==> config.mk <==
export PLATFORM = sky130hd
export DESIGN_NAME = ex_muldiv_ctrl
export DESIGN_NICKNAME = d
export VERILOG_FILES = /design/src/rtl/muldiv_pkg.sv /design/src/rtl/md_step.sv /design/src/rtl/ex_muldiv_ctrl.sv
export SDC_FILE = /design/constraint.sdc
export NUM_CORES = 1
export LEC_CHECK = 0
export BUFFER_PORTS_ARGS = -buffer_cell sky130_fd_sc_hd__buf_4
export CORE_ASPECT_RATIO = 2
export CORE_MARGIN = 10
export CORE_UTILIZATION = 46
export CTS_BUF_LIST = sky130_fd_sc_hd__clkbuf_4
export DETAILED_ROUTE_END_ITERATION = 16
export PLACE_DENSITY = 0.68
export SYNTH_ARGS = -nofsm -noshare
export SYNTH_HDL_FRONTEND = slang
export SYNTH_HIERARCHICAL = 1
export SYNTH_SLANG_ARGS = --single-unit
export TNS_END_PERCENT = 100
==> constraint.sdc <==
create_clock -name clk -period 4.1 [get_ports clk]
set_input_delay 0.82 -clock clk [delete_from_list [all_inputs] [get_ports clk]]
set_output_delay 0.82 -clock clk [all_outputs]
set_load 0.01 [all_outputs]
==> src/rtl/muldiv_pkg.sv <==
// Shared encodings for the EX-stage multiply/divide unit.
// Optional divide datapath: define EX_MULDIV_DIV_EN.
package muldiv_pkg;

  localparam int XLEN_DEF = 32;

  // funct3 order of the M extension
  typedef enum logic [2:0] {
    MD_MUL    = 3'd0,
    MD_MULH   = 3'd1,
    MD_MULHSU = 3'd2,
    MD_MULHU  = 3'd3,
    MD_DIV    = 3'd4,
    MD_DIVU   = 3'd5,
    MD_REM    = 3'd6,
    MD_REMU   = 3'd7
  } md_op_e;

  typedef enum logic [1:0] {
    ST_IDLE = 2'd0,
    ST_BUSY = 2'd1,
    ST_DONE = 2'd2
  } md_state_e;

  // rs1 is treated as signed. MUL keeps unsigned magnitudes, since its low
  // half does not depend on signedness.
  function automatic logic a_signed(input logic [2:0] op);
    return (op == MD_MULH) || (op == MD_MULHSU) || (op == MD_DIV) || (op == MD_REM);
  endfunction

  // rs2 is treated as signed
  function automatic logic b_signed(input logic [2:0] op);
    return (op == MD_MULH) || (op == MD_DIV) || (op == MD_REM);
  endfunction

endpackage

==> src/rtl/md_step.sv <==
// One radix-2 iteration on magnitudes: shift-add multiply or restoring
// divide step. {hi, lo} is the working register pair; m is the rs2 magnitude.
// Multiply: lo holds the remaining multiplier bits, and the product builds up
// in {hi, lo}. Divide: lo holds the dividend and then the quotient, and hi
// holds the partial remainder. The divide path exists only with
// EX_MULDIV_DIV_EN.
module md_step
  import muldiv_pkg::*;
#(
  parameter int XLEN = XLEN_DEF
) (
  input  logic            is_div,
  input  logic [XLEN:0]   hi,
  input  logic [XLEN-1:0] lo,
  input  logic [XLEN-1:0] m,
  output logic [XLEN:0]   hi_n,
  output logic [XLEN-1:0] lo_n
);

  logic [XLEN:0] sum;

`ifdef EX_MULDIV_DIV_EN
  logic [XLEN:0]   sh;
  logic [XLEN+1:0] diff;
`else
  logic unused_div;
  assign unused_div = is_div;
`endif

  // Multiply step by default; the divide step overrides it when enabled.
  always_comb begin
    sum  = lo[0] ? hi + {1'b0, m} : hi;
    hi_n = {1'b0, sum[XLEN:1]};
    lo_n = {sum[0], lo[XLEN-1:1]};
`ifdef EX_MULDIV_DIV_EN
    sh   = {hi[XLEN-1:0], lo[XLEN-1]};
    diff = {1'b0, sh} - {2'b00, m};
    if (is_div) begin
      if (!diff[XLEN+1]) begin
        hi_n = diff[XLEN:0];
        lo_n = {lo[XLEN-2:0], 1'b1};
      end else begin
        hi_n = sh;
        lo_n = {lo[XLEN-2:0], 1'b0};
      end
    end
`endif
  end

endmodule

==> src/rtl/ex_muldiv_ctrl.sv <==
// EX-stage M-extension controller: FSM, iteration counter, operand capture
// and sign fix-up around the md_step datapath. The pipeline is stalled
// from the accept cycle until DONE.
// Optional divide datapath: define EX_MULDIV_DIV_EN. Without it, divide ops
// complete in one cycle with a zero result.
// The radix-2 datapath consumes one operand bit per step, so ITER must
// equal XLEN.
module ex_muldiv_ctrl
  import muldiv_pkg::*;
#(
  parameter int XLEN = XLEN_DEF,
  parameter int ITER = 32
) (
  input  logic            clk,
  input  logic            rst_n,
  input  logic            start_ex,
  input  logic [2:0]      MDCode_ex,
  input  logic [XLEN-1:0] ALU_A,
  input  logic [XLEN-1:0] ALU_B,
  input  logic            flush_ex,
  output logic            stall_o,
  output logic            done_o,
  output logic [XLEN-1:0] MDResult_ex
);

  localparam int CW = $clog2(ITER + 1);

  md_state_e         state, state_n;
  logic [CW-1:0]     cnt;
  logic [2:0]        op_r;
  logic [XLEN-1:0]   a_r, b_r;
  logic [XLEN:0]     hi, hi_n;
  logic [XLEN-1:0]   lo, lo_n;
  logic              accept, fast_in;
  logic              neg_a_in, neg_a, neg_b;
  logic [XLEN-1:0]   mag_a_in, m;
  logic [2*XLEN-1:0] prod, prod_s;
  logic [XLEN-1:0]   res;

  // Incoming operand magnitude; this loads into lo at accept.
  assign neg_a_in = a_signed(MDCode_ex) & ALU_A[XLEN-1];
  assign mag_a_in = neg_a_in ? -ALU_A : ALU_A;

  // Captured operand signs and the divisor/multiplicand magnitude.
  assign neg_a = a_signed(op_r) & a_r[XLEN-1];
  assign neg_b = b_signed(op_r) & b_r[XLEN-1];
  assign m     = neg_b ? -b_r : b_r;

`ifdef EX_MULDIV_DIV_EN
  // Divide by zero and signed overflow have fixed answers, so they skip BUSY.
  assign fast_in = MDCode_ex[2] &&
                   ((ALU_B == '0) ||
                    (((MDCode_ex == MD_DIV) || (MDCode_ex == MD_REM)) &&
                     (ALU_A == {1'b1, {(XLEN-1){1'b0}}}) && (&ALU_B)));
`else
  assign fast_in = MDCode_ex[2];
`endif

  md_step #(.XLEN(XLEN)) u_step (
    .is_div (op_r[2]),
    .hi     (hi),
    .lo     (lo),
    .m      (m),
    .hi_n   (hi_n),
    .lo_n   (lo_n)
  );

  // State register
  always_ff @(posedge clk or negedge rst_n) begin
    if (!rst_n) state <= ST_IDLE;
    else        state <= state_n;
  end

  // Next state and handshake outputs. flush_ex overrides everything combinationally.
  always_comb begin
    state_n = state;
    stall_o = 1'b0;
    done_o  = 1'b0;
    accept  = 1'b0;
    unique case (state)
      ST_IDLE: begin
        if (start_ex && !flush_ex && rst_n) begin
          accept  = 1'b1;
          stall_o = 1'b1;
          state_n = fast_in ? ST_DONE : ST_BUSY;
        end
      end
      ST_BUSY: begin
        stall_o = 1'b1;
        if (cnt == CW'(ITER - 1)) state_n = ST_DONE;
      end
      ST_DONE: begin
        done_o  = 1'b1;
        state_n = ST_IDLE;
      end
      default: state_n = ST_IDLE;
    endcase
    if (flush_ex) begin
      state_n = ST_IDLE;
      stall_o = 1'b0;
      done_o  = 1'b0;
    end
  end

  // Operand capture at accept, then one datapath step per BUSY cycle.
  always_ff @(posedge clk or negedge rst_n) begin
    if (!rst_n) begin
      op_r <= '0;
      a_r  <= '0;
      b_r  <= '0;
      hi   <= '0;
      lo   <= '0;
      cnt  <= '0;
    end else if (accept) begin
      op_r <= MDCode_ex;
      a_r  <= ALU_A;
      b_r  <= ALU_B;
      hi   <= '0;
      lo   <= mag_a_in;
      cnt  <= '0;
    end else if ((state == ST_BUSY) && !flush_ex) begin
      hi   <= hi_n;
      lo   <= lo_n;
      cnt  <= cnt + 1'b1;
    end
  end

  // Sign fix-up and result selection. The result appears only in DONE.
  always_comb begin
    prod   = {hi[XLEN-1:0], lo};
    prod_s = (neg_a ^ neg_b) ? -prod : prod;
    res    = (op_r == MD_MUL) ? prod_s[XLEN-1:0] : prod_s[2*XLEN-1:XLEN];
    if (op_r[2]) res = div_result();
  end

  assign MDResult_ex = (state == ST_DONE) ? res : '0;

`ifdef EX_MULDIV_DIV_EN
  // Quotient sign is the XOR of the operand signs; remainder sign follows
  // the dividend.
  function automatic logic [XLEN-1:0] div_result();
    logic [XLEN-1:0] q_s, r_s;
    q_s = (neg_a ^ neg_b) ? -lo : lo;
    r_s = neg_a ? -hi[XLEN-1:0] : hi[XLEN-1:0];
    if (b_r == '0) begin
      q_s = '1;
      r_s = a_r;
    end else if (!op_r[0] && (a_r == {1'b1, {(XLEN-1){1'b0}}}) && (&b_r)) begin
      q_s = a_r;
      r_s = '0;
    end
    return op_r[1] ? r_s : q_s;
  endfunction
`else
  logic unused_a;
  assign unused_a = ^a_r;

  function automatic logic [XLEN-1:0] div_result();
    return '0;
  endfunction
`endif

endmodule

# --- Yosys cells after proc, flatten, opt, wreduce, memory -nomap -nowiden ---
# Cells that the tools add are included.
classes:
  n_reduce_logical: 16
  n_eq_ne: 13
  n_addsub: 5
  muxes: 24
  bitwise: 4
ops:
  columns: ["operator", "count"]
  rows:
  - ["two-way mux 32 bit", 7]
  - ["two-way mux 33 bit", 3]
  - ["two-way mux 64 bit", 1]
  - ["negator 32 bit", 2]
  - ["negator 64 bit", 1]
  - ["adder 33 x 32 -> 33 bit", 1]
  - ["== test 3 bit (second input constant)", 4]
  - ["two-way mux 6 bit", 2]
  - ["logical OR 1 bit", 8]
  - ["two-way mux 2 bit", 4]
  - ["adder 6 x 1 -> 6 bit (second input constant)", 1]
  - ["== test 3 x 1 -> 1 bit (second input constant)", 2]
  - ["== test 3 x 2 -> 1 bit (second input constant)", 2]
  - ["== test 6 x 5 -> 1 bit (second input constant)", 1]
  - ["inequality test 3 bit (second input constant)", 2]
  - ["two-way mux 1 bit", 5]
  - ["one-hot mux 2 bit (2 select lines)", 1]
  - ["bitwise AND 1 bit", 3]
  - ["logical AND 1 bit", 3]
  - ["logical NOT 3 bit", 1]
  - ["== test 2 x 1 -> 1 bit (second input constant)", 1]
  - ["== test 2 bit (second input constant)", 1]
  - ["logical NOT 2 bit", 1]
  - ["one-hot mux 1 bit (2 select lines)", 1]
  - ["4 further kinds", 4]
totals:
  inputBits: 71
  reg_bits: 140

# --- Logic depth before layout (Yosys ltp) ---
# Gate-level depths: netlist of run 1.
logic_depth:
  depth_word: 10
  depth_mapped: 19
  mapped_depth_nobuf: 18

# --- By module ---
# Netlist of run 1, hierarchy kept.
by_module_without_submodules:
  columns: ["mod", "cells_each", "area_each_um2", "seq_area_each_um2", "n_inst"]
  rows:
  - ["ex_muldiv_ctrl", 846, 7025.5, 2727.6, 1]
  - ["md_step", 322, 2372.3, 0.0, 1]

# --- Worst setup path after synthesis of run 1 ---
# OpenSTA, ideal clock, no wires.
synth_path:
  kind: "register to register"
  from: "register b_r[4]"
  to: "register hi[31]"
  arrival_time_ps: 3865
  t_required_ps: 4034
  path_stages_with_launch: 17
  setup_time_ps: 66
  setup_slack_ps: 169
  path_cell_list: "dfrtp_1 -> nor4_1 -> nand3_1 -> or3_4 -> o21ai_0 -> xnor2_1 -> ha_1 -> buf_4 -> nand2_1 -> or2_2 -> o2111ai_2 -> a41oi_2 -> or4b_1 -> a21oi_2 -> xor2_1 -> nand2_1 -> nand2_1"
synth_between:
  elab_chain_cells: 6
synth_lines:
  columns: ["element", "line", "source"]
  rows:
  - ["start, declared", "ex_muldiv_ctrl.sv:31", "logic [XLEN-1:0] a_r, b_r;"]
  - ["start signal, assigned", "ex_muldiv_ctrl.sv:110", "b_r <= '0;"]
  - ["start signal, assigned", "ex_muldiv_ctrl.sv:117", "b_r <= ALU_B;"]
  - ["negator 32 bit", "ex_muldiv_ctrl.sv:47", "assign m = neg_b ? -b_r : b_r;"]
  - ["two-way mux 32 bit", "ex_muldiv_ctrl.sv:47", null]
  - ["via m[19]", "ex_muldiv_ctrl.sv:36", "logic [XLEN-1:0] mag_a_in, m;"]
  - ["adder 33 x 32 -> 33 bit", "md_step.sv:32", "sum = lo[0] ? hi + {1'b0, m} : hi;"]
  - ["two-way mux 33 bit", "md_step.sv:32", null]
  - ["via hi_n[31]", "ex_muldiv_ctrl.sv:32", "logic [XLEN:0] hi, hi_n;"]
  - ["two-way mux 33 bit", "ex_muldiv_ctrl.sv:121", "end else if ((state == ST_BUSY) && !flush_ex) begin"]
  - ["two-way mux 33 bit", "ex_muldiv_ctrl.sv:114", "end else if (accept) begin"]
  - ["end signal, assigned", "ex_muldiv_ctrl.sv:122", "hi <= hi_n;"]
  - ["end, declared", "ex_muldiv_ctrl.sv:32", null]
# The timed path passes the listed nets, and every way through them passes these cells. The select of a mux whose other input is x is not followed.
# A chain may end at the register's enable or synchronous reset.

# --- Worst setup path in the final report of run 1 ---
layout_path:
  from: "register b_r[12]"
  to: "register hi[31]"
# Same word-level chain as after synthesis.

==> summary.txt, run 1 <==
Die
  • Starting Density: 46.98%
  • Die width: 121.1 um
  • Row count: 73
  • Core area: 20,000 sq um
  • Die Area: 26,890 sq um
  • I/O pin cnt: 105
  • Die height: 222.1 um

Routing
  • DRC Markers: 0
  • Via count: 8,988
  • Vias per Instance: 5.913
  • Antenna viol nets, final: 0
  • Post-Route WL: 30.06 mm
  • Pre-Repair DR Iteration Count: 5
  • Starting DRT DRC Count: 544
  • Routed wire length per instance: 19.78 um

Power and ir drop
  • Pleak: 4.708 nW
  • Worst VDD drop: 0.1978 mV
  • Power Density: 478.5 nW/um^2

Clock tree
  • Root buffer cell: clkbuf_4
  • Register clock-pin slew on the reported worst setup and hold paths: 0.17 ns
  • H-tree levels: 3
  • CTS buffer count: 9
  • Hold buffer count at CTS: 0
  • # clock sinks: 109
  • CTS tree: done
  • Maximum clock insertion buffer count: 2
  • Clk Latency, worst-skew pair: 0.53 ns

Timing
  • Max-slew headroom: 31.51%
  • Slew Viols, Final: 0
  • Slew @ Worst Pin: 1.020 ns
  • Clock Skew: 0.01794 ns
  • Final Hold Viols: 0
  • Setup_tns: 0 ns
  • Worst setup margin: 0.1501 ns
  • Period utilization: 96.34%
  • Unrepaired setup endpoints after global routing: yes
  • Fmax: 253.2 MHz
  • Final worst path period need: 3.950 ns
  • Final setup fails: 0

Logic synthesis
  • Post-Synthesis Cells: 1,168
  • Post-synthesis sequential area ratio: 29.02%
  • Synthesis Warnings: 6
  • Synth async-reset ratio: 100.0%
  • #FFs+latches synth: 109
  • Average size of a mapped cell: 8.046 sq um
  • Post-Syn Area: 9398 sq um
  • Area share of the largest cell type after synthesis: 29.02%
  • Post-synth top area cell: dfrtp_1
  • Most used DFF post-synth: dfrtp_1
  • Syn Nets: 1,276
  • Post-synth EDFFs: 0
  • Post-synth cell types: 69
  • Area contributors post-synth: dfrtp_1 29%, xnor2_1 6.8%, mux2_2 6.6%

Setup path
  • Setup Crit Path Kind: reg -> reg
  • Buf+Inv Stages, Crit Path: 0
  • Worst-path maximum fanout: 4
  • CP required: 4.58 ns
  • Critical-path cell list: or4_4, nand2b_4, or3_4, o21ai_2, xnor2_1, ha_1, nand2_1, or2_2, o2111ai_4, a41oi_2, or4b_4, a21oi_2, xor2_1, nand2_1, nand2_1
  • Critical Path AT: 4.43 ns
  • Critical Path Source Type: register
  • Setup crit end kind: register
  • Reg2reg start: b_r[12]$_DFFE_PN0P_
  • CP startpoint: b_r[12]$_DFFE_PN0P_
  • Slowest CP cell: or4_4
  • Largest stage delay on the critical path: 0.56 ns
  • CP dominant cell by count: nand2_1
  • Top delay family on crit path: simple AND/OR/NAND/NOR gates

Final layout
  • Layout fillers: 1,938
  • Final net count: 1,360
  • Fin cells: 1,520
  • Layout cells sized above 1: 23.23%
  • P&R area growth vs syn: 15.76%
  • Layout Utilization: 54.39%

Place
  • Detailed placer's ending HPWL: 23.41 mm
  • Gpl congestion: 0.9024
  • DP Cell Count: 1,499
  • Dpl ws: 0.05053 ns
  • IO buf count: 104

Global routing
  • Tot GR Track Use: 21.72%
  • Vias in the first global route: 8,944
  • Largest net degree at the start of global routing: 78
  • Initial antenna violation count: 1
  • First-pass GRT wire length: 46.49 mm
  • Gr ovfl total: 0

Flow run
  • Max Cap Viol: 0

Status
  • Outcome: complete, no violations

Worst hold path
  • Min-delay worst type: in -> async
## metal layers
| layer | vias up | wire length, um | GRT usage [%] |
|---|---|---|---|
| met2 | 277 | 16580 | 40.89 |
| li1 | 4349 | - | - |
| met4 | 0 | 1551 | 13.14 |
| met1 | 4285 | 10710 | 20.95 |
| met5 | - | 0 | 0 |
| met3 | 77 | 1222 | 3.647 |
## repair_timing
| item | CTS | global route |
|---|---|---|
| resized for setup | 2 | 48 |
| pin swaps | 0 | 22 |
| setup buffers | 0 | 4 |
| endpoints found under the setup margin | 6 | 16 |
| cloned | 0 | 0 |
## area by class of cell
cell class	count	area (sq um)	share of cell area, %
clock inverters	6	63.81	0.5865
inverters	23	86.33	0.7936
well taps	262	327.8	3.013
flip-flops and latches	109	2729	25.08
multi-input cells	941	6301	57.92
clock buffers	10	75.07	0.6901
diodes	1	2.502	0.02300
repair buffers	168	1294	11.89
## state kept, by name, indices dropped and copies added, names as in the netlist
name	flops
state	2
a_r	1
cnt	6
b_r	32
op_r	3
lo	32
hi	33
## cells in the mapped netlist (all sizes together) (7+ instances only)
cell and count:
mux2 55, a211oi 9, a21oi 96, inv 23
nand2 145, buf 45, xor2 45, o22ai 16
or3 28, a31oi 20, o21ai 92, ha 36
nor3 24, nand3 51, dfrtp 109, nor2 79
nor4 32, a21o 14, o31ai 19, xnor2 73
nand4 16, clkbuf 50, o41ai 7
## worst reg2reg max path: cells and delay by family, from the launching register on
family	cells	cell delay (ns)
AND/OR/NAND/NOR	8	2.23
AO/OA/AOI/OAI	4	0.69
flip-flops	1	0.41
adder cells (fa/ha/maj)	1	0.32
XOR/XNOR	2	0.24
## kinds of logic after synthesis
kind of cell / share of synthesized area [%]
muxes: 6.803
xor gates and xnor gates: 11.00
DFF: 29.02
other: 0.03990
and+or+nand+nor: 21.73
AOI/OAI and AO/OA: 20.04
adders and majority gates: 5.006
buffers and inverters: 6.364
## power breakdown
group          internal [mW]  switching, mW  leakage [nW]
Clock                  0.191          0.387        0.0724
Combinational           1.38           1.63          3.28
Sequential              1.30          0.322          1.35
Total                   2.87           2.34          4.71
## worst paths after layout
| path | to | slack [ns] | cells after the start |
|---|---|---|---|
| setup / recovery | hi[31]$_DFFE_PN0P_ | 0.15 | 15 |
| hold / removal | cnt[3]$_DFFE_PN0P_ | 0.35 | 2 |
| setup reg to reg | hi[31]$_DFFE_PN0P_ | 0.15 | 15 |
| hold reg to reg | state[1]$_DFFE_PN0P_ | 0.48 | 1 |
| max in group asynchronous | b_r[2]$_DFFE_PN0P_ | 2.32 | 3 |
| min in group clk | state[1]$_DFFE_PN0P_ | 0.45 | 2 |
## stage by stage
step / power [mW] / hold WS (ns) / area (sq um)
2_1_floorplan: 3.743 / 0.4337 / 9398
4_1_cts: 5.076 / 0.2911 / 10640
3_3_place_gp: 4.436 / 0.4458 / 10490
3_5_place_dp: 4.468 / 0.4553 / 10490
5_1_grt: 5.590 / 0.3223 / 10880
6_report: 5.205 / 0.3451 / 10880
## cell usage in the layout (no fill, tap or decap), types with 5 or more instances in the layout
cell      instances
buf_4           164
nand2_1         143
dfrtp_1         108
a21oi_1          90
o21ai_0          83
nor2_1           74
xnor2_1          73
mux2_2           55
nand3_1          49
xor2_1           45
ha_1             34
nor4_1           28
or3_1            24
inv_1            23
nor3_1           22
a31oi_1          20
o22ai_1          16
o31ai_1          16
nand4_1          15
a21o_1           14
clkbuf_4         10
a211oi_1          9
o21ai_1           8
o21a_1            6
o21bai_1          6
o211ai_1          6
nand2b_1          5
and3_1            5
nand3b_1          5
nor2b_1           5
a21oi_2           5
Power figures use the tool's default switching activity.
==> run 2, diff against run 1 <==
CORE_ASPECT_RATIO = 0.7   (was 2)
PLACE_DENSITY = 0.76   (was 0.68)
==> run 2 against run 1 <==
Critical endpoint is now MDResult_ex[22]. Register-to-register slack barely moved. Routed wire length fell by 3.9%. Final cell count rose by 0.86%. Non-clock buffer count rose by 5. Critical path type is now reg -> out. Largest power group unchanged. Utilization fell by 0.24 points.
==> summary.txt, run 2 (same netlist as run 1, synthesis figures left out) <==
Status
  • Outcome: complete, no violations

Power and ir drop
  • Switching Fraction: 44.93% (+0.051 points)
  • Seq pwr share: 31.5% (+0.3 points)
  • Clk pwr share: 10.3% (-0.8 points)
  • Worst VDD drop: 0.2492 mV (+26%)
  • Cell-internal power: 2.820 mW (-1.7%)
  • Pleak: 4.714 nW (+0.12%)
  • Combinational share of power: 58.2% (+0.5 points)
  • Power Density: 473.7 nW/um^2 (-0.99%)
  • Switching power: 2.301 mW (-1.5%)

Setup path
  • Critical Path AT: 3.19 ns (-1.24 ns)
  • Top delay family on crit path: simple AND/OR/NAND/NOR gates
  • Setup Crit Path Kind: reg -> out
  • CP required: 3.28 ns (-1.30 ns)
  • Largest stage delay on the critical path: 0.53 ns (-0.03 ns)
  • Worst-path maximum fanout: 8 (+4)
  • Slowest CP cell: nor3_2
  • Setup crit end kind: output port
  • Critical Path Source Type: register
  • Critical-path cell list: nor4_1, nand4_1, nor3_2, a21oi_1, xnor2_1, o21ai_0, buf_4
  • Buf+Inv Stages, Crit Path: 1 (+1)

Timing
  • Clock Skew: 0.02079 ns (+0.002858 ns)
  • Final setup fails: 0 (unchanged)
  • Unrepaired setup endpoints after global routing: yes
  • Fmax: 249.5 MHz (-1.5%)
  • Hold WS: 0.1234 ns (-0.2217 ns)
  • Slew @ Worst Pin: 0.9963 ns (-0.02412 ns)
  • Slew Viols, Final: 0 (unchanged)
  • Final Hold Viols: 0 (unchanged)
  • Final worst path period need: 4.008 ns (+0.05811 ns)
  • Max-slew headroom: 33.34% (+1.8 points)
  • Period utilization: 97.76% (+1.4 points)
  • Setup_tns: 0 ns (unchanged)

Clock tree
  • Hold buffer count at CTS: 0 (unchanged)
  • Root buffer cell: clkbuf_4
  • CTS buffer count: 9 (unchanged)
  • Register clock-pin slew on the reported worst setup and hold paths: 0.18 ns (about the same)
  • # clock sinks: 109 (unchanged)
  • Clk Latency, worst-skew pair: 0.54 ns (about the same)
  • CTS tree: done
  • Maximum clock insertion buffer count: 2 (unchanged)
  • H-tree levels: 3 (unchanged)

Place
  • Detailed placer's ending HPWL: 22.26 mm (-4.9%)
  • Gpl congestion: 0.9291 (+3.0%)
  • IO buf count: 104 (unchanged)

Global routing
  • Vias in the first global route: 8,637 (-3.4%)
  • Tot GR Track Use: 21.15% (-0.57 points)
  • First-pass GRT wire length: 46.00 mm (-1.1%)
  • Largest net degree at the start of global routing: 56 (-28%)
  • Initial antenna violation count: 1 (unchanged)
  • Gr ovfl total: 0 (unchanged)

Final layout
  • Leading registers by flop count: hi: 33 flops, b_r: 32 flops, lo: 32 flops
  • Leading cell type in the layout, fill and taps excluded: buf_4
  • Layout cells sized above 1: 22.98% (-0.25 points)
  • Reg with most FFs: hi
  • Largest register FFs: 33 (unchanged)
  • P&R area growth vs syn: 15.02%
  • Final net count: 1,365 (+0.37%)
  • Commonest non-fill, non-tap cells in the layout: 173 x buf_4, 143 x nand2_1, 108 x dfrtp_1, 94 x a21oi_1, 88 x o21ai_0

Routing
  • Antenna viol nets, final: 0 (unchanged)
  • Pre-Repair DR Iteration Count: 5 (unchanged)
  • DRC Markers: 0 (unchanged)
  • Starting DRT DRC Count: 851 (+56%)
  • Post-Route WL: 28.89 mm (-3.9%)
  • Via count: 9,182 (+2.2%)
  • Routed wire length per instance: 18.85 um (-4.7%)
  • Vias per Instance: 5.990 (+1.3%)

Die
  • Core area: 19,960 sq um (-0.21%)
  • I/O pin cnt: 105 (unchanged)
  • Die height: 139.6 um (-37%)
  • Die width: 190.8 um (+58%)
  • Starting Density: 47.08% (+0.10 points)
  • Row count: 43 (-41%)
  • Die Area: 26,640 sq um (-0.95%)

Worst hold path
  • Min-delay worst type: in -> async

Flow run
  • Max Cap Viol: 0 (unchanged)
run 2: cell count changes in the layout (fill, tap and decap cells not counted), sizes merged:
cell      delta
clkinv       +1
buf          +5
bufinv       -1
clkbuf       +2
clkinvlp     -2
run 2: repair_timing:
| action | in CTS | in global routing |
|---|---|---|
| endpoints found under the setup margin | 2 | 15 |
| gates cloned | 0 | 0 |
| pin swaps | 2 | 12 |
| gates resized for setup | 3 | 28 |
| setup buffers | 0 | 4 |
run 2: worst register-to-register path: stages, from the launching register on:
cell,delay (ns)
dfrtp_1,0.41
or4_4,0.55
nand2b_4,0.17
or3_4,0.38
o21ai_2,0.16
xnor2_1,0.13
ha_1,0.26
buf_4,0.17
a21o_1,0.20
nor3_2,0.26
o2111ai_4,0.18
a41oi_2,0.20
buf_4,0.15
o21ai_0,0.09
xor2_1,0.16
mux2_2,0.28
nand2_1,0.06
nand2_1,0.06
run 2: power groups by stage:
| stage | clock, mW | combinational (mW) | sequential [mW] |
|---|---|---|---|
| after floorplan | 0 | 2.22 | 1.53 |
| after global placement | 0 | 2.83 | 1.61 |
| after detailed placement | 0 | 2.87 | 1.61 |
| after CTS | 0.547 | 2.88 | 1.60 |
| after global routing | 0.589 | 3.28 | 1.65 |
| final | 0.527 | 2.98 | 1.61 |
run 2: worst paths after layout:
check / from / endpoint / slack [ns] / cells past startpoint
max in group asynchronous: rst_n / b_r[26]$_DFFE_PN0P_ / 2.91 / 2
hold reg to reg: state[1]$_DFFE_PN0P_ / state[1]$_DFFE_PN0P_ / 0.48 / 1
min in group clk: flush_ex / state[1]$_DFFE_PN0P_ / 0.44 / 2
hold / removal: rst_n / lo[29]$_DFFE_PN0P_ / 0.12 / 1
setup / recovery: lo[21]$_DFFE_PN0P_ / MDResult_ex[22] / 0.09 / 7
setup reg to reg: b_r[12]$_DFFE_PN0P_ / hi[27]$_DFFE_PN0P_ / 0.15 / 17
run 2: per-stage QoR:
step	instance area, sq um	setup WS (ns)	cells	power [mW]	utilization [%]
floorplan	9398	0.1686	1168	3.743	-
global placement	10510	0.06685	1512	4.438	52.67
detailed placement	10510	-0.02760	1512	4.483	52.67
CTS	10640	0.02636	1528	5.023	53.33
global route	10810	-0.001317	1532	5.517	54.14
finish	10810	0.09197	1533	5.121	54.15
run 2: layout make-up:
class | count | area (sq um)
Clock buffer | 12 | 90.09
Sequential cell | 109 | 2729
Antenna cell | 1 | 2.502
Fill cell | 1927 | 9151
Tap cell | 270 | 337.8
Inverter | 23 | 86.33
Clock inverter | 4 | 25.02
Timing Repair Buffer | 173 | 1299
Multi-Input combinational cell | 941 | 6240
run 2: routing by layer:
metal  share of wire, %  global-route usage, %
met1                 47                  30.70
met2                 43                  30.54
met3                8.8                  4.968
met4                1.6                  5.207
met5                  0                      0
